### src/rtl/mips_avalon_arbiter_if.sv
// CPU-side request channels plus the shared Avalon-MM master bus of the arbiter.
// master: the arbiter's view; slave: the CPU/interconnect environment's view.
interface mips_avalon_arbiter_if #(
  parameter int unsigned N_PORTS = 2,
  parameter int unsigned ADDR_W  = 32,
  parameter int unsigned DATA_W  = 32
);
  localparam int unsigned BE_W = DATA_W / 8;

  logic [N_PORTS-1:0]        port_read;
  logic [N_PORTS-1:0]        port_write;
  logic [N_PORTS*ADDR_W-1:0] port_address;
  logic [N_PORTS*DATA_W-1:0] port_writedata;
  logic [N_PORTS*BE_W-1:0]   port_byteenable;
  logic [N_PORTS*DATA_W-1:0] port_readdata;
  logic [N_PORTS-1:0]        port_ack;

  logic                      waitrequest;
  logic [DATA_W-1:0]         readdata;
  logic                      read;
  logic                      write;
  logic [ADDR_W-1:0]         address;
  logic [DATA_W-1:0]         writedata;
  logic [BE_W-1:0]           byteenable;
  logic                      busy;

  modport master (
    input  port_read, port_write, port_address, port_writedata, port_byteenable,
    input  waitrequest, readdata,
    output port_readdata, port_ack,
    output read, write, address, writedata, byteenable, busy
  );

  modport slave (
    output port_read, port_write, port_address, port_writedata, port_byteenable,
    output waitrequest, readdata,
    input  port_readdata, port_ack,
    input  read, write, address, writedata, byteenable, busy
  );
endinterface

### src/rtl/mips_avalon_arbiter.sv
// N-port Avalon-MM master front-end: fixed-priority or round-robin arbitration,
// with an optional per-port single-entry read-hold register tagged by address.
module mips_avalon_arbiter #(
  parameter int unsigned N_PORTS = 2,
  parameter int unsigned ADDR_W  = 32,
  parameter int unsigned DATA_W  = 32,
  parameter bit          RR_MODE = 1'b0,
  parameter bit          HOLD_EN = 1'b1
) (
  input logic                   clk,
  input logic                   reset_n,
  mips_avalon_arbiter_if.master bus
);
  localparam int unsigned BE_W  = DATA_W / 8;
  localparam int unsigned IDX_W = (N_PORTS > 1) ? $clog2(N_PORTS) : 1;
  localparam logic [IDX_W-1:0] LAST_IDX = IDX_W'(N_PORTS - 1);

  typedef enum logic [1:0] {
    ST_IDLE   = 2'd0,
    ST_ACCESS = 2'd1,
    ST_DONE   = 2'd2
  } state_e;

  state_e             state_q, state_d;
  logic [IDX_W-1:0]   grant_q, grant_d;
  logic [IDX_W-1:0]   last_grant_q, last_grant_d;
  logic               read_q, read_d;
  logic               write_q, write_d;
  logic [ADDR_W-1:0]  address_q, address_d;
  logic [DATA_W-1:0]  writedata_q, writedata_d;
  logic [BE_W-1:0]    byteenable_q, byteenable_d;
  logic [N_PORTS-1:0] port_ack_q, port_ack_d;
  logic               busy_q, busy_d;
  logic [N_PORTS-1:0] hold_valid_q, hold_valid_d;
  logic [ADDR_W-1:0]  hold_tag_q  [N_PORTS];
  logic [ADDR_W-1:0]  hold_tag_d  [N_PORTS];
  logic [DATA_W-1:0]  hold_data_q [N_PORTS];
  logic [DATA_W-1:0]  hold_data_d [N_PORTS];

  logic [ADDR_W-1:0]  p_addr  [N_PORTS];
  logic [DATA_W-1:0]  p_wdata [N_PORTS];
  logic [BE_W-1:0]    p_be    [N_PORTS];
  logic [N_PORTS-1:0] req_c;
  logic [N_PORTS-1:0] inval_c;
  logic               pick_valid_c;
  logic [IDX_W-1:0]   pick_c;
  logic               pick_wr_c;
  logic               hit_c;

  // Unpack per-port buses; a write invalidates any hold entry in the same word.
  for (genvar g = 0; g < N_PORTS; g++) begin : g_port
    assign p_addr[g]  = bus.port_address[g*ADDR_W +: ADDR_W];
    assign p_wdata[g] = bus.port_writedata[g*DATA_W +: DATA_W];
    assign p_be[g]    = bus.port_byteenable[g*BE_W +: BE_W];
    assign inval_c[g] = (hold_tag_q[g][ADDR_W-1:2] == address_q[ADDR_W-1:2]);
    assign bus.port_readdata[g*DATA_W +: DATA_W] = hold_data_q[g];
  end

  assign req_c = bus.port_read | bus.port_write;

  // Scan eligible ports starting at 0 (fixed) or one past the last grant (round-robin).
  always_comb begin : arbitrate
    int unsigned        idx;
    logic [N_PORTS-1:0] sel;
    idx          = 0;
    sel          = '0;
    pick_valid_c = 1'b0;
    pick_c       = '0;
    for (int unsigned k = 0; k < N_PORTS; k++) begin
      if (RR_MODE) begin
        idx = (32'(last_grant_q) + 32'd1 + k) % N_PORTS;
      end else begin
        idx = k;
      end
      sel = req_c >> idx;
      if (!pick_valid_c && sel[0]) begin
        pick_valid_c = 1'b1;
        pick_c       = IDX_W'(idx);
      end
    end
  end

  // A write wins over a simultaneous read on the same port, so only pure reads can hit.
  assign pick_wr_c = bus.port_write[pick_c];
  assign hit_c     = HOLD_EN && !pick_wr_c && hold_valid_q[pick_c] &&
                     (hold_tag_q[pick_c] == p_addr[pick_c]);

  always_comb begin : next_state
    state_d      = state_q;
    grant_d      = grant_q;
    last_grant_d = last_grant_q;
    read_d       = read_q;
    write_d      = write_q;
    address_d    = address_q;
    writedata_d  = writedata_q;
    byteenable_d = byteenable_q;
    port_ack_d   = '0;
    hold_valid_d = hold_valid_q;
    hold_tag_d   = hold_tag_q;
    hold_data_d  = hold_data_q;

    case (state_q)
      ST_IDLE: begin
        if (pick_valid_c) begin
          grant_d      = pick_c;
          last_grant_d = pick_c;
          if (hit_c) begin
            port_ack_d = N_PORTS'(1) << pick_c;
            state_d    = ST_DONE;
          end else begin
            address_d    = p_addr[pick_c];
            writedata_d  = p_wdata[pick_c];
            byteenable_d = pick_wr_c ? p_be[pick_c] : '1;
            write_d      = pick_wr_c;
            read_d       = !pick_wr_c;
            state_d      = ST_ACCESS;
          end
        end
      end
      ST_ACCESS: begin
        if (!bus.waitrequest) begin
          read_d     = 1'b0;
          write_d    = 1'b0;
          port_ack_d = N_PORTS'(1) << grant_q;
          state_d    = ST_DONE;
          if (read_q) begin
            hold_data_d[grant_q]  = bus.readdata;
            hold_tag_d[grant_q]   = address_q;
            hold_valid_d[grant_q] = 1'b1;
          end else begin
            hold_valid_d = hold_valid_q & ~inval_c;
          end
        end
      end
      ST_DONE: begin
        state_d = ST_IDLE;
      end
      default: begin
        state_d = ST_IDLE;
      end
    endcase

    busy_d = (state_d != ST_IDLE);
  end

  always_ff @(posedge clk or negedge reset_n) begin
    if (!reset_n) begin
      state_q      <= ST_IDLE;
      grant_q      <= '0;
      last_grant_q <= LAST_IDX;
      read_q       <= 1'b0;
      write_q      <= 1'b0;
      address_q    <= '0;
      writedata_q  <= '0;
      byteenable_q <= '0;
      port_ack_q   <= '0;
      busy_q       <= 1'b0;
      hold_valid_q <= '0;
      hold_tag_q   <= '{default: '0};
      hold_data_q  <= '{default: '0};
    end else begin
      state_q      <= state_d;
      grant_q      <= grant_d;
      last_grant_q <= last_grant_d;
      read_q       <= read_d;
      write_q      <= write_d;
      address_q    <= address_d;
      writedata_q  <= writedata_d;
      byteenable_q <= byteenable_d;
      port_ack_q   <= port_ack_d;
      busy_q       <= busy_d;
      hold_valid_q <= hold_valid_d;
      hold_tag_q   <= hold_tag_d;
      hold_data_q  <= hold_data_d;
    end
  end

  assign bus.read       = read_q;
  assign bus.write      = write_q;
  assign bus.address    = address_q;
  assign bus.writedata  = writedata_q;
  assign bus.byteenable = byteenable_q;
  assign bus.port_ack   = port_ack_q;
  assign bus.busy       = busy_q;
endmodule

### src/flat_wrapper.sv
// flat-port wrapper written by rule: the top's interface ports become plain ports
module mips_avalon_arbiter_flat 
#(
  parameter int unsigned N_PORTS = 2,
  parameter int unsigned ADDR_W  = 32,
  parameter int unsigned DATA_W  = 32,
  parameter bit          RR_MODE = 1'b0,
  parameter bit          HOLD_EN = 1'b1
)
  (clk, reset_n, bus_port_read, bus_port_write, bus_port_address, bus_port_writedata, bus_port_byteenable, bus_waitrequest, bus_readdata, bus_port_readdata, bus_port_ack, bus_read, bus_write, bus_address, bus_writedata, bus_byteenable, bus_busy);
  mips_avalon_arbiter_if #(.N_PORTS(N_PORTS), .ADDR_W(ADDR_W), .DATA_W(DATA_W)) bus_i ();
  input logic clk;
  input logic reset_n;
  input wire logic [$bits(bus_i.port_read)-1:0] bus_port_read;
  input wire logic [$bits(bus_i.port_write)-1:0] bus_port_write;
  input wire logic [$bits(bus_i.port_address)-1:0] bus_port_address;
  input wire logic [$bits(bus_i.port_writedata)-1:0] bus_port_writedata;
  input wire logic [$bits(bus_i.port_byteenable)-1:0] bus_port_byteenable;
  input wire logic [$bits(bus_i.waitrequest)-1:0] bus_waitrequest;
  input wire logic [$bits(bus_i.readdata)-1:0] bus_readdata;
  output wire logic [$bits(bus_i.port_readdata)-1:0] bus_port_readdata;
  output wire logic [$bits(bus_i.port_ack)-1:0] bus_port_ack;
  output wire logic [$bits(bus_i.read)-1:0] bus_read;
  output wire logic [$bits(bus_i.write)-1:0] bus_write;
  output wire logic [$bits(bus_i.address)-1:0] bus_address;
  output wire logic [$bits(bus_i.writedata)-1:0] bus_writedata;
  output wire logic [$bits(bus_i.byteenable)-1:0] bus_byteenable;
  output wire logic [$bits(bus_i.busy)-1:0] bus_busy;
  assign bus_i.port_read = bus_port_read;
  assign bus_i.port_write = bus_port_write;
  assign bus_i.port_address = bus_port_address;
  assign bus_i.port_writedata = bus_port_writedata;
  assign bus_i.port_byteenable = bus_port_byteenable;
  assign bus_i.waitrequest = bus_waitrequest;
  assign bus_i.readdata = bus_readdata;
  assign bus_port_readdata = bus_i.port_readdata;
  assign bus_port_ack = bus_i.port_ack;
  assign bus_read = bus_i.read;
  assign bus_write = bus_i.write;
  assign bus_address = bus_i.address;
  assign bus_writedata = bus_i.writedata;
  assign bus_byteenable = bus_i.byteenable;
  assign bus_busy = bus_i.busy;
  mips_avalon_arbiter #(.N_PORTS(N_PORTS), .ADDR_W(ADDR_W), .DATA_W(DATA_W), .RR_MODE(RR_MODE), .HOLD_EN(HOLD_EN)) u_core (.clk(clk), .reset_n(reset_n), .bus(bus_i));
endmodule
### config.mk
export PLATFORM = sky130hd
export DESIGN_NAME = mips_avalon_arbiter_flat
export DESIGN_NICKNAME = d
export VERILOG_FILES = /design/src/rtl/mips_avalon_arbiter_if.sv /design/src/rtl/mips_avalon_arbiter.sv /design/src/flat_wrapper.sv
export SDC_FILE = /design/constraint.sdc
export NUM_CORES = 1
export LEC_CHECK = 0
export ABC_CLOCK_PERIOD_IN_PS = 2600
export CAP_MARGIN = 20
export CORE_ASPECT_RATIO = 0.9
export CORE_MARGIN = 4
export CORE_UTILIZATION = 48
export CTS_BUF_LIST = sky130_fd_sc_hd__clkbuf_8
export CTS_CLUSTER_SIZE = 14
export DETAILED_ROUTE_END_ITERATION = 10
export PLACE_DENSITY = 0.87
export REMOVE_ABC_BUFFERS = 1
export SLEW_MARGIN = 40
export SYNTH_ARGS = -nofsm -noshare
export SYNTH_HDL_FRONTEND = slang
export SYNTH_SLANG_ARGS = --single-unit
### constraint.sdc
create_clock -name clk -period 2.6 [get_ports clk]
set_clock_uncertainty 0.1 [all_clocks]
set_input_delay 0.39 -clock clk [delete_from_list [all_inputs] [get_ports clk]]
set_output_delay 0.39 -clock clk [all_outputs]
set_load 0.01 [all_outputs]
---- Word-level counts from Yosys, hierarchy flattened ----
Cells that the tools add are included.
storage, ports and cells
  output and inout port bits .............. 137
  logic and storage cells ................. 94
  input port bits ......................... 175
  register bits after elaboration ......... 206
cells by class
  magnitude comparators ................... 6
  shifts and indexed selects .............. 2
  equal/unequal tests ..................... 7
  reduce and logical (&&, ||, !) cells .... 15
  bitwise logic cells ..................... 8
  muxes and demuxes ....................... 42
operator list
  cell                 count
  $mux 32              10
  $bwmux 64            2
  $eq 30x30->1         2
  $demux 32 s1         1
  $eq 32x32->1         1
  $mux 4               4
  $mux 2               7
  $mux 1               13
  $pmux 2 s2           2
  $reduce_and 3->1     2
  $logic_and 1x1->1    5
  $ge 2x2->1 const B   2
  $lt 1x2->1 const B   2
  $ne 2x2->1 const B   2
  $not 1->2            2
  $or 2x2->2           2
  $pmux 1 s2           2
  $reduce_and 2->1     2
  $reduce_and 4->1     1
  $reduce_bool 2->1    2
  $shl 1x1->2 const A  2
  $and 2x2->2          1
  $eq 2x1->1 const B   1
  $logic_not 1->1      2
  7 further kinds      8

---- Depth between registers and ports, before layout ----
Gate-level depths: netlist (run 1).
  depth in word-level cells ............... 15
  depth in mapped cells ................... 9
  mapped depth without buffers ............ 7

---- Worst setup path after synthesis (run 1) ----
Ideal clock, no wire load.
  path kind ............................... in2reg
  from .................................... input port bus_port_address[9]
  to ...................................... register u_core.byteenable_q[0] (netlist: u_core.bus.byteenable[0])
  path buffers ............................ 0
  stages .................................. 7
  path slack .............................. 0.236 ns
  required time ........................... 2.375 ns
  arrival time ............................ 2.140 ns
  library setup time ...................... 0.125 ns
  cells stage by stage .................... nor2b_1 -> a2111o_1 -> or4_1 -> o22ai_1 -> o211ai_2 -> nand2_1 -> mux2_2
between the ends
  longest elaborated chain between the ends .. 7
ends and longest elaborated chain
  what                                         RTL line                    text
  start: declaration                           flat_wrapper.sv:16          input wire logic [$bits(bus_i.port_address)-1:0] bus_port_address;
  $mux 32 (implied by the code) (3 in series)  mips_avalon_arbiter.sv:86   (hold_tag_q[pick_c] == p_addr[pick_c]);
  $eq 32x32->1                                 mips_avalon_arbiter.sv:86
  $logic_and 1x1->1                            mips_avalon_arbiter.sv:85   assign hit_c = HOLD_EN && !pick_wr_c && hold_valid_q[pick_c] &&
  $not 1->1 (no line)                          --
  $reduce_and 3->1 (no line)                   --
  end signal: assignment                       mips_avalon_arbiter.sv:169  byteenable_q <= byteenable_d;
  end: declaration                             mips_avalon_arbiter.sv:31   logic [BE_W-1:0] byteenable_q, byteenable_d;
Every way passes these cells. The select of a mux whose other input is x is not followed.
A chain may end at the register's enable or synchronous reset.

---- Worst setup path after layout (run 1) ----
  from .................................... input port bus_port_read[0]
  to ...................................... register u_core.port_ack_q[1] (netlist: u_core.bus.port_ack[1])
between the ends
  longest elaborated chain between the ends .. 14
  elaborated cells on any way between the ends .. 25
  classes of those cells .................. eq/ne: 1; shift: 1; mux: 16; bitwise: 2; reduce/logical: 5
ends and longest elaborated chain
  what                                         RTL line                    text
  start: declaration                           flat_wrapper.sv:14          input wire logic [$bits(bus_i.port_read)-1:0] bus_port_read;
  $or 2x2->2 (*)                               mips_avalon_arbiter.sv:59   assign req_c = bus.port_read | bus.port_write;
  $mux 1 (*)                                   mips_avalon_arbiter.sv:76   if (!pick_valid_c && sel[0]) begin
  $logic_not 1->1                              mips_avalon_arbiter.sv:76
  $logic_and 1x1->1                            mips_avalon_arbiter.sv:76
  $mux 1                                       mips_avalon_arbiter.sv:76
  $not 1->2 (implied by the code)              mips_avalon_arbiter.sv:86
  $mux 32 (implied by the code) (3 in series)  mips_avalon_arbiter.sv:86
  $eq 32x32->1                                 mips_avalon_arbiter.sv:86
  $logic_and 1x1->1                            mips_avalon_arbiter.sv:85
  $mux 2                                       mips_avalon_arbiter.sv:107  if (hit_c) begin
  $mux 2 (*)                                   mips_avalon_arbiter.sv:104  if (pick_valid_c) begin
  $pmux 2 s2 (*)                               mips_avalon_arbiter.sv:102  case (state_q)
  named net u_core.port_ack_d[1]               mips_avalon_arbiter.sv:32   logic [N_PORTS-1:0] port_ack_q, port_ack_d;
  end signal: assignment                       mips_avalon_arbiter.sv:170  port_ack_q <= port_ack_d;
  end: declaration                             mips_avalon_arbiter.sv:32
The timed path passes the listed nets; every way through them passes the cells marked *. The select of a mux whose other input is x is not followed.

==> flow_summary.ini, run 1 <==
[status]
status = finished clean

[finish]
n_fill_cell = 1371
finalInstanceArea_um2 = 14900
antenna-diode-count = 0
drive_gt1_frac = 0.217
nets = 1443
synthToLayoutAreaGrowth_pct = 49.2
fin_cells = 1552
fin_util = 0.736

[timing]
finalCriticalPeriod_ns = 2.57
worst_slack_ns = 0.0260
max_slew_margin = 0.558
slew_violations = 0
holdWs_ns = 0.157
finalSetupViolations = 0
fin_tns_setup_ns = 0
hold_violations = 0
finalCritPeriodShare = 0.990
rsz0062_at_grt = yes
timing.fmax_ghz = 0.389
worstMarginPinSlew_ns = 0.663

[synth]
syn_inst = 908
synth_top_cell_by_area = dfrtp_1
avgSynthCellArea_um2 = 11.0
ys_types = 39
syn_area_um2 = 9960
synth_top_area_share = 0.518
yosysWarnings = 0
yosys-top-cells-area = dfrtp_1, mux2_2, xor2_1
synth-edff-count = 0
synth_commonest_cells = dfrtp_1, nand2_1, mux2_2
synth.most_common_cell = dfrtp_1
ys_seq_elements = 206
async_flop_share = 1.00
ys_seq_area_frac = 0.518
synthFlopType = dfrtp_1

[placement]
placed_area_um2 = 13700
pre_cts_slack_ns = -0.672
place.detailed.hpwl_mm = 22.6
io_buffers = 311
place_inst = 1473
routabilityCongestion = 0.964

[setup_path]
critical_path_class = primary input to register
r2r_slack_ns = 0.05
required_ns = 2.93
critPathCapture = u_core.bus.port_ack[1]
worst_setup_path_end_kind = register
startpoint_type = primary input
critPathLaunch = bus_port_read[0]
reg2reg_from = u_core.hold_tag_q[23]
crit_arrival_ns = 2.91
r2r_end = u_core.bus.byteenable[3]
cp_max_fo = 4
ff2ff_path_depth = 9

[clock_tree]
cts.path.max_buffers = 3
cts_num_sinks = 206
h-tree-depth = 2
clk-insertion-delay-late_ns = 0.54
cts_tree = yes
path_clk_slew_ns = 0.05
root_buffer = clkbuf_8
cts_buffers = 37

[pwr]
report.power.total_mw = 16.8
powerDensity_nw_per_um2 = 1130
power.leakage_nw = 6.33
ir_drop_mv = 0.670

[floorplan]
die_area_um2 = 23100
die_y_um = 145
num_io_pins = 312
core_area_um2 = 20200
num_rows = 49
initial_core_util = 0.494
die_x_um = 160

[route]
drt_wl_total_mm = 34.3
routedWlPerCell_um = 22.1
via_count = 9018
vias_per_cell = 5.81
drt_iter0_drc = 651
drc = 0
detail-route-antenna-nets = 0
first_pass_iters = 5

[grt]
antenna_found_initial = 2
grt.overflow.total = 0
grt_pass1_wl_mm = 50.7
grt_max_degree = 113
grt_use_total = 0.276
grt_pass1_vias = 9245

[hold_path]
hold_path_startpoint = bus_port_address[18]
worst_hold_path_type = primary input to register

[job]
maxCapViolCount = 0
[routing by layer]
layer / wire length [um] / vias up / global-route usage
met5: 24 / - / 0
met4: 1380 / 4 / 0.115
met3: 3480 / 116 / 0.0855
met2: 15800 / 489 / 0.436
met1: 13600 / 4416 / 0.359
li1: - / 3993 / -
[state kept, by name (all words and copies together), names as in the netlist]
signal,flops
u_core.bus.port_readdata,64
u_core.grant_q,1
u_core.bus.read,1
u_core.hold_tag_q,64
u_core.state_q,2
u_core.bus.address,32
u_core.bus.write,1
u_core.hold_valid_q,2
u_core.bus.busy,1
u_core.bus.byteenable,4
u_core.bus.writedata,32
u_core.bus.port_ack,2
[area by class of cell]
class,count,area [um2],share of cell area
multi-input combinational,621,4740,0.319
clock inverter,19,82.6,0.00556
clock buffer,49,674,0.0454
tap,255,319,0.0215
timing repair buffer,377,3790,0.255
inverter,25,93.8,0.00632
sequential,206,5150,0.347
[cell families (layout without fill, tap and decap cells)]
logic type             Yosys count  count (layout)  synth area share
XOR/XNOR                       100             100            0.0880
AO/OA/AOI/OAI                  181             182             0.125
multiplexers                   124             124             0.140
buffers and inverters           82             470            0.0343
AND/OR/NAND/NOR                215             215            0.0954
flip-flops                     206             206             0.518
[repair_timing]
item | in CTS | in global routing
resized for setup | 8 | 45
setup buffers | 1 | 1
hold buffers | 1 | 0
pin swaps | 0 | 7
endpoints found under the hold margin | 67 | 0
gates cloned | 2 | 6
setup endpoints to repair | 68 | 72
[cells in the final DEF (no fill, tap or decap), types with 14 or more instances in the layout]
master / instances
a21oi_2: 15
xor2_1: 78
dfrtp_1: 206
buf_4: 49
a41oi_1: 59
inv_1: 37
a21oi_1: 58
clkdlybuf4s50_1: 305
mux2_2: 119
xnor2_1: 21
clkbuf_8: 50
nand2_1: 144
nor4_1: 14
[where the power goes]
part	internal, mW	total, mW	switching [mW]
registers	4.76	6.29	1.53
clock network	1.69	3.05	1.36
logic	4.10	7.46	3.36
total	10.5	16.8	6.26
[how the worst min path moves through the flow]
stage	end	slack [ns]	depth (start not counted)
floorplan	u_core.bus.address[0]	-0.006	0
global placement	u_core.bus.writedata[27]	0.36	1
detailed placement	u_core.bus.port_readdata[54]	0.36	1
CTS	u_core.bus.writedata[4]	0.33	3
global route	u_core.bus.address[18]	0.15	3
finish	u_core.bus.address[18]	0.16	3
[worst max-delay path, cell delays in order]
cell and delay [ns]:
clkdlybuf4s50_1 0.53, nor3_2 0.10, buf_4 0.16, buf_4 0.14, or4_4 0.54, o22ai_4 0.19
o211ai_2 0.26, or3_1 0.41, o21ai_1 0.17
Power figures use the tool's default switching activity.
==> run 2, diff against run 1 <==
CORE_ASPECT_RATIO = 2   (was 0.9)
CORE_MARGIN = 2   (was 4)
MAX_ROUTING_LAYER = met4   (was default)
==> flow_summary.ini, run 2 (synthesis results as in run 1) <==
[status]
status = complete, but fails checks
violations = setup timing

[setup_path]
required_ns = 2.96
critical_path_class = register to register
worst_setup_path_end_kind = register
cp_max_fo = 8
crit_arrival_ns = 2.99
startpoint_type = register

[pwr]
ir_drop_mv = 0.724
combPwrFrac = 0.456
p_clk_frac = 0.163
switching_share = 0.376
p_sw_mw = 6.25
p_seq_frac = 0.380
powerDensity_nw_per_um2 = 1130
internal_power_mw = 10.4
power.leakage_nw = 6.22

[grt]
grt_max_degree = 80
grt.overflow.total = 0
grt_pass1_vias = 9480
grt_pass1_wl_mm = 52.0
antenna_found_initial = 0
grt_use_total = 0.314

[finish]
mostFrequentLayoutCells = clkdlybuf4s50_1, dfrtp_1, nand2_1
n_fill_cell = 1401
multi_input_area_um2 = 4590
finalInstanceArea_um2 = 14600
layout_commonest_cell = clkdlybuf4s50_1
synthToLayoutAreaGrowth_pct = 47.1
nets = 1439
drive_gt1_frac = 0.197
seqCellArea_um2 = 5150
fin_cells = 1554

[route]
detail-route-antenna-nets = 0
drt_iter0_drc = 735
first_pass_iters = 5
via_count = 8966
vias_per_cell = 5.77
routedWlPerCell_um = 21.9
drc = 0
drt_wl_total_mm = 34.1

[placement]
place.detailed.hpwl_mm = 24.3
pre_cts_slack_ns = -0.609
io_buffers = 311
routabilityCongestion = 1.05
placed_area_um2 = 13800
place_inst = 1492

[floorplan]
num_rows = 74
initial_core_util = 0.489
num_io_pins = 312
die_y_um = 208
die_area_um2 = 22000
die_x_um = 106
core_area_um2 = 20400

[timing]
max_slew_margin = 0.477
finalSetupViolations = 7
worstMarginPinSlew_ns = 0.777
fin_tns_setup_ns = -0.101
holdWs_ns = 0.187
hold_violations = 0
worst_slack_ns = -0.0294
timing.fmax_ghz = 0.380
slew_violations = 0
rsz0062_at_grt = yes
finalCritPeriodShare = 1.01
finalCriticalPeriod_ns = 2.63

[clock_tree]
root_buffer = clkbuf_8
h-tree-depth = 1
cts_num_sinks = 206
path_clk_slew_ns = 0.07
cts_buffers = 30
cts_tree = yes
cts.path.max_buffers = 3
clk-insertion-delay-late_ns = 0.58

[job]
maxCapViolCount = 0

[hold_path]
worst_hold_path_type = primary input to async pin
[run 2: cell count changes in the layout (fill, tap and decap cells not counted), sizes merged]
cell           before  now
dlymetal6s2s        5    0
diode               0    1
o211ai              2    1
bufinv              0    1
inv                37   34
clkdlybuf4s50     305  310
buf                62   67
clkbuf             53   41
[run 2: power by group through the flow]
stage | clock, mW | combinational, mW | sequential [mW]
6_report | 2.71 | 7.58 | 6.31
5_1_grt | 2.91 | 8.03 | 6.50
4_1_cts | 2.78 | 7.45 | 6.27
3_5_place_dp | 0 | 7.38 | 6.29
3_3_place_gp | 0 | 7.22 | 6.20
2_1_floorplan | 0 | 2.90 | 6.33
[run 2: metal layers]
metal,share of wire,global-route usage
met3,0.064,0.0449
met2,0.53,0.542
met5,0,-
met4,0.064,0.182
met1,0.34,0.339
[run 2: final cells by class]
| type | count | area share |
|---|---|---|
| multi-input cells | 620 | 0.314 |
| well taps | 266 | 0.0227 |
| clock inverters | 17 | 0.00692 |
| diodes | 1 | 0.000171 |
| clock buffers | 38 | 0.0357 |
| inverters | 25 | 0.00641 |
| repair buffers | 381 | 0.263 |
| flip-flops and latches | 206 | 0.352 |
[run 2: stage by stage]
stage / utilization / power [mW]
floorplan: - / 9.24
global placement: 0.680 / 13.4
detailed placement: 0.680 / 13.7
CTS: 0.712 / 16.5
global route: 0.719 / 17.4
finish: 0.719 / 16.6
[run 2: path summary, 6_finish.rpt]
path | cells after the start | end | slack (ns) | from
hold reg to reg | 1 | u_core.bus.port_readdata[34] | 0.40 | u_core.bus.port_readdata[34]
setup reg to reg | 9 | u_core.bus.byteenable[1] | -0.03 | u_core.hold_tag_q[0]
max in group asynchronous | 3 | u_core.bus.writedata[2] | 1.42 | reset_n
min in group clk | 3 | u_core.bus.writedata[30] | 0.30 | bus_port_writedata[62]
hold / removal | 2 | u_core.bus.address[5] | 0.19 | reset_n
setup / recovery | 9 | u_core.bus.byteenable[1] | -0.03 | u_core.hold_tag_q[0]
[run 2: worst max-delay path, cell delays in order (launching register included)]
cell and delay (ns):
dfrtp_1 0.40, xor2_1 0.17, nor4_2 0.37, buf_4 0.18, nand3_1 0.11, a221oi_2 0.26, buf_4 0.16, o211ai_4 0.20
nand2_2 0.21, mux2_2 0.35
[run 2: repair_timing]
action                     4_1_cts  5_1_grt
gates cloned                     0        2
hold buffers                     1        0
setup endpoints to repair       63       63
hold endpoints to repair        45        0
gates resized for setup          4       15
setup buffers                    0        3
pin swaps                        0        4
==> edit 1, RTL diff (settings of run 1) <==
`N_PORTS` is set to 2 in 3 places; all go to 1.
--- a/src/rtl/mips_avalon_arbiter_if.sv
+++ b/src/rtl/mips_avalon_arbiter_if.sv
@@ -1,7 +1,7 @@
 // CPU-side request channels plus the shared Avalon-MM master bus of the arbiter.
 // master: the arbiter's view; slave: the CPU/interconnect environment's view.
 interface mips_avalon_arbiter_if #(
-  parameter int unsigned N_PORTS = 2,
+  parameter int unsigned N_PORTS = 1,
   parameter int unsigned ADDR_W  = 32,
   parameter int unsigned DATA_W  = 32
 );
--- a/src/rtl/mips_avalon_arbiter.sv
+++ b/src/rtl/mips_avalon_arbiter.sv
@@ -1,7 +1,7 @@
 // N-port Avalon-MM master front-end: fixed-priority or round-robin arbitration,
 // with an optional per-port single-entry read-hold register tagged by address.
 module mips_avalon_arbiter #(
-  parameter int unsigned N_PORTS = 2,
+  parameter int unsigned N_PORTS = 1,
   parameter int unsigned ADDR_W  = 32,
   parameter int unsigned DATA_W  = 32,
   parameter bit          RR_MODE = 1'b0,
--- a/src/flat_wrapper.sv
+++ b/src/flat_wrapper.sv
@@ -1,7 +1,7 @@
 // flat-port wrapper written by rule: the top's interface ports become plain ports
 module mips_avalon_arbiter_flat 
 #(
-  parameter int unsigned N_PORTS = 2,
+  parameter int unsigned N_PORTS = 1,
   parameter int unsigned ADDR_W  = 32,
   parameter int unsigned DATA_W  = 32,
   parameter bit          RR_MODE = 1'b0,
Ports: changed (7 resized); port bits go from 312 to 209. The function was not compared with the original's and may differ.
==> edit 1 against run 1 <==
Cell area shrank 40%; combinational power shrank 31%; total power shrank 33%; area after synthesis shrank 38%; sequential cell count shrank 67; setup slack gained 0.36 ns; routed wire length shrank 58%; count of clock-buffer cells in the layout shrank 28; sequential share of layout area grew 4.5 points; fmax grew 16%; die area shrank 36%.
==> edit 1: results (changes against run 1) <==
| Metric | Value |
|---|---|
| TritonCTS Buffers | `17 (-54%)` |
| Iteration-0 DRC count of the detailed router | `213 (-67%)` |
| Post-synth top cells | `dfrtp_1 (139), mux2_1 (63), mux2_4 (63)` |
| Port bufs | `208 (-33%)` |
| Clock transition at path regs | `0.07 ns (+0.02 ns)` |
| CTS resizes | `0 (-8)` |
| Vias per cell | `4.966 (-15%)` |
| Met3 WL | `978 um (-72%)` |
| DRT met1 WL | `6124 um (-55%)` |
| Sink Count | `139 (-33%)` |
| Routed len/inst | `18.29 um (-17%)` |
| Reg2reg path depth | `6 (-3)` |
| GRT Total Usage | `19.98% (-7.6 points)` |
| Period utilization | `85.07% (-14 points)` |
| Switch Pwr | `3609 uW (-42%)` |
| DP HPWL | `11000 um (-51%)` |
| Reg-to-reg startpoint | `u_core.hold_tag_q[21]` |
| Run status | `finished clean` |
| Register area share after synthesis | `56.26% (+4.5 points)` |
| Sequential share of cell area | `39.20% (+4.5 points)` |
| Max clock buf depth | `2 (-1)` |
| H-tree depth | `4 (+2)` |
| Clock share of power | `16.2% (-2.0 points)` |
| Sequential power share | `37.5% (about the same)` |
| Share of layout cells above drive strength 1 | `17.36% (-4.3 points)` |
| Maximum vdd ir drop | `0.0007610 V (+14%)` |
| Highest Signal Layer | `met4` |
| Slew at the pin with the worst max-slew slack | `0.5075 ns (-0.1558 ns)` |
| DR pass1 iterations | `4 (-1)` |
| CP arrival | `2.44 ns (-0.47 ns)` |
| Mapped cell area | `6182 um2 (-38%)` |
| # fillers | `886 (-35%)` |
| GR Util met2 | `31.60% (-12 points)` |
| WL met2 | `7030 um (-56%)` |
| Non-clock buffer share of cell area | `25.37% (-0.15 points)` |
| Hold Slack | `0.3512 ns (+0.1941 ns)` |
| Met3 Usage GRT | `6.820% (-1.7 points)` |
| NumNets Final | `721 (-50%)` |
| Area growth from synthesis to layout | `43.51%` |
| Last weighted congestion value of the routability-driven placer | `0.7594 (-21%)` |
| Non-clock buffer count | `220 (-42%)` |
| Vias in the first global route | `4307 (-53%)` |
| Cell total after placement | `760 (-48%)` |
| Inverters | `1 (-96%)` |
| R2r endpoint | `u_core.bus.address[3]` |
| HP Class | `primary input to async pin` |
| Initial antenna violation count | `0 (-2)` |
edit 1: worst max-delay path: stages:
cell and delay [ns]:
clkdlybuf4s50_1 0.47, xor2_1 0.19, nor4_1 0.46, nand4_1 0.19, nor2b_4 0.21, buf_12 0.19
mux2_1 0.32
edit 1: worst max-delay path by stage:
stage	from	cells past startpoint	to
finish	bus_port_address[30]	7	u_core.bus.address[3]
CTS	u_core.hold_tag_q[5]	6	u_core.bus.address[3]
global route	u_core.hold_tag_q[21]	6	u_core.bus.address[3]
global placement	bus_port_address[21]	7	u_core.bus.writedata[6]
detailed placement	bus_port_address[21]	7	u_core.bus.address[3]
floorplan	u_core.hold_tag_q[31]	6	u_core.bus.address[3]
edit 1: logic make-up (layout without fill, tap and decap cells):
family,after synthesis,count (layout),share of synthesized area [%]
buffers and inverters,16,252,2.955
AOI/OAI and AO/OA,10,10,1.113
xor gates and xnor gates,62,62,8.784
DFF,139,139,56.26
and+or+nand+nor,36,36,3.582
muxes,129,129,27.30
==> edit 2, RTL diff (settings of run 1) <==
Made on the original files. Take the reset off `address_q`, `writedata_q` and `byteenable_q` and load them in a clocked block of their own.
--- a/src/rtl/mips_avalon_arbiter.sv
+++ b/src/rtl/mips_avalon_arbiter.sv
@@ -150,9 +150,6 @@
       last_grant_q <= LAST_IDX;
       read_q       <= 1'b0;
       write_q      <= 1'b0;
-      address_q    <= '0;
-      writedata_q  <= '0;
-      byteenable_q <= '0;
       port_ack_q   <= '0;
       busy_q       <= 1'b0;
       hold_valid_q <= '0;
@@ -164,15 +161,18 @@
       last_grant_q <= last_grant_d;
       read_q       <= read_d;
       write_q      <= write_d;
-      address_q    <= address_d;
-      writedata_q  <= writedata_d;
-      byteenable_q <= byteenable_d;
       port_ack_q   <= port_ack_d;
       busy_q       <= busy_d;
       hold_valid_q <= hold_valid_d;
       hold_tag_q   <= hold_tag_d;
       hold_data_q  <= hold_data_d;
     end
+  end
+
+  always_ff @(posedge clk) begin
+    address_q    <= address_d;
+    writedata_q  <= writedata_d;
+    byteenable_q <= byteenable_d;
   end
 
   assign bus.read       = read_q;
Function: changed (a bounded check fails within 4 cycles, from zero or initial values and one cycle with reset_n low).
==> edit 2 against run 1 <==
The flow now finishes with violations (negative setup slack); total power is 9.4% lower; cell area decreased by 3.7%; critical endpoint is now u_core.bus.address[22]; setup slack got worse by 0.12 ns; sequential cell count did not move; area after synthesis decreased by 4.4%; first-iteration DRC count fell by 0.31%; routed wire length decreased by 11%; via count decreased by 12%.
==> edit 2: results (changes against run 1) <==
| Metric | Value |
|---|---|
| Run status | `finished with violations` |
| Failing checks | `negative setup slack` |
| Port bufs | `311 (unchanged)` |
| Compound-Gate Fraction of Synth Area | `4.454% (-8.0 points)` |
| Register area share after synthesis | `57.71% (+5.9 points)` |
| Leakage | `0.006217 uW (-1.8%)` |
| R2r endpoint | `u_core.bus.address[22]` |
| CP max stage delay | `0.45 ns (-0.09 ns)` |
| Met3 Usage GRT | `10.64% (+2.1 points)` |
| GRT Total Usage | `26.59% (-1.0 points)` |
| First-pass GRT wire length | `45890 um (-9.4%)` |
| Max-slew headroom | `61.48% (+5.7 points)` |
| CP arrival | `2.86 ns (-0.05 ns)` |
| Clock transition at path regs | `0.06 ns` |
| Share of layout cells above drive strength 1 | `19.90% (-1.8 points)` |
| Hold Slack | `0.3257 ns (+0.1686 ns)` |
| XOR/XNOR Fraction of Synth Area | `8.553% (-0.24 points)` |
| Yosys cell types | `41 (+5.1%)` |
| Cell total after placement | `1414 (-4.0%)` |
| Post-synth top cells | `nand2_1 (199), dfrtp_1 (138), mux2_2 (119)` |
| Multiplexer share of the synthesized area | `14.18% (+0.15 points)` |
| Ys async rst share | `66.99% (-33 points)` |
| Post-synth EDFFs | `68 (+68)` |
| Synth area leaders | `dfrtp_1 (36%), edfxtp_1 (21%), mux2_2 (14%)` |
| Crit path max fanout | `7 (+3)` |
| DP HPWL | `22430 um (-0.67%)` |
| Via count | `7941 (-12%)` |
| GR Util met2 | `42.98% (-0.57 points)` |
| Iteration-0 DRC count of the detailed router | `649 (-0.31%)` |
| Routed len/inst | `20.62 um (-6.6%)` |
| Last weighted congestion value of the routability-driven placer | `0.9338 (-3.1%)` |
| Family with the most delay on the worst path | `compound AO/OA/AOI/OAI gates` |
| Met1 usage | `31.65% (-4.2 points)` |
| H-tree depth | `2 (unchanged)` |
| Setup WS post-layout | `-0.09005 ns (-0.1161 ns)` |
| Initial antenna violation count | `1 (-1)` |
| Vias in the first global route | `8503 (-8.0%)` |
| Worst path slowest cell | `clkdlybuf4s50_1` |
| Placed Area | `13440 um2 (-2.1%)` |
| Mapped Cells | `820 (-9.7%)` |
| Setup violations, final | `68 (+68)` |
| R2R Setup Slk | `-0.08 ns (-0.13 ns)` |
| Reg-to-reg startpoint | `u_core.hold_tag_q[1]` |
| Drt total wl | `30650 um (-11%)` |
| HP Class | `primary input to async pin` |
| Int Power | `9992 uW (-5.3%)` |
| Largest net degree at the start of global routing | `59 (-48%)` |
| CP Launch Point | `bus_port_address[39]` |
[edit 2: cell types whose count changed after synthesis, sizes merged, moves of 7 or more]
cell | run 1 | this run
o21ai | 12 | 26
clkbuf | 40 | 26
edfxtp | 0 | 68
xnor2 | 21 | 32
dfrtp | 206 | 138
xor2 | 79 | 61
a41oi | 61 | 0
inv | 25 | 32
nand2 | 145 | 199
buf | 17 | 3
a21oi | 73 | 2
[edit 2: cell families (layout without fill, tap and decap cells)]
| group | after synthesis | after routing |
|---|---|---|
| AO/OA/AOI/OAI | 62 | 62 |
| XOR/XNOR | 93 | 93 |
| flip-flops | 206 | 206 |
| multiplexers | 120 | 120 |
| AND/OR/NAND/NOR | 278 | 278 |
| buffers and inverters | 61 | 477 |
[edit 2: how the worst min path moves through the flow]
stage                 start                      endpoint  cells past startpoint
finish              reset_n          u_core.hold_tag_q[8]                      2
global route        reset_n          u_core.hold_tag_q[8]                      2
CTS                 reset_n         u_core.hold_tag_q[37]                      2
detailed placement  reset_n  u_core.bus.port_readdata[33]                      1
global placement    reset_n   u_core.bus.port_readdata[1]                      1
floorplan           reset_n               u_core.bus.busy                      0
[edit 2: metal layers]
metal / vias up / share of wire, %
met5: - / 0.042
met4: 2 / 4.2
met3: 102 / 12
met2: 463 / 46
met1: 3750 / 37
li1: 3624 / -
[edit 2: what timing repair did]
action,4_1_cts,5_1_grt
endpoints found under the hold margin,54,0
pin swaps,6,0
hold buffers,1,0
resized for setup,8,8
gates cloned,1,3
endpoints found under the setup margin,69,70
setup buffers,0,4
[edit 2: power by group through the flow]
stage,logic (uW),clock network (uW),registers [uW]
4_1_cts,6260,2800,6020
3_5_place_dp,6110,0,6050
6_report,6430,2740,6040
3_3_place_gp,6000,0,5950
2_1_floorplan,2360,0,6290
5_1_grt,6860,2950,6200
[edit 2: cell type report]
type / count / area [um2]
sequential: 206 / 5495
timing repair buffer: 381 / 3801
multi-input combinational: 553 / 3911
clock buffer: 41 / 564.3
fill: 1278 / 5041
clock inverter: 23 / 92.59
tap: 250 / 312.8
inverter: 32 / 120.1
[edit 2: per-stage QoR]
step / setup WS, ns / power, uW / TNS (ns)
2_1_floorplan: -5.017 / 8651 / -630.26
3_3_place_gp: -0.7939 / 11950 / -56.00
3_5_place_dp: -0.7036 / 12160 / -49.02
4_1_cts: -0.007963 / 15080 / -0.05292
5_1_grt: -0.2042 / 16010 / -12.77
6_report: -0.09005 / 15220 / -4.155
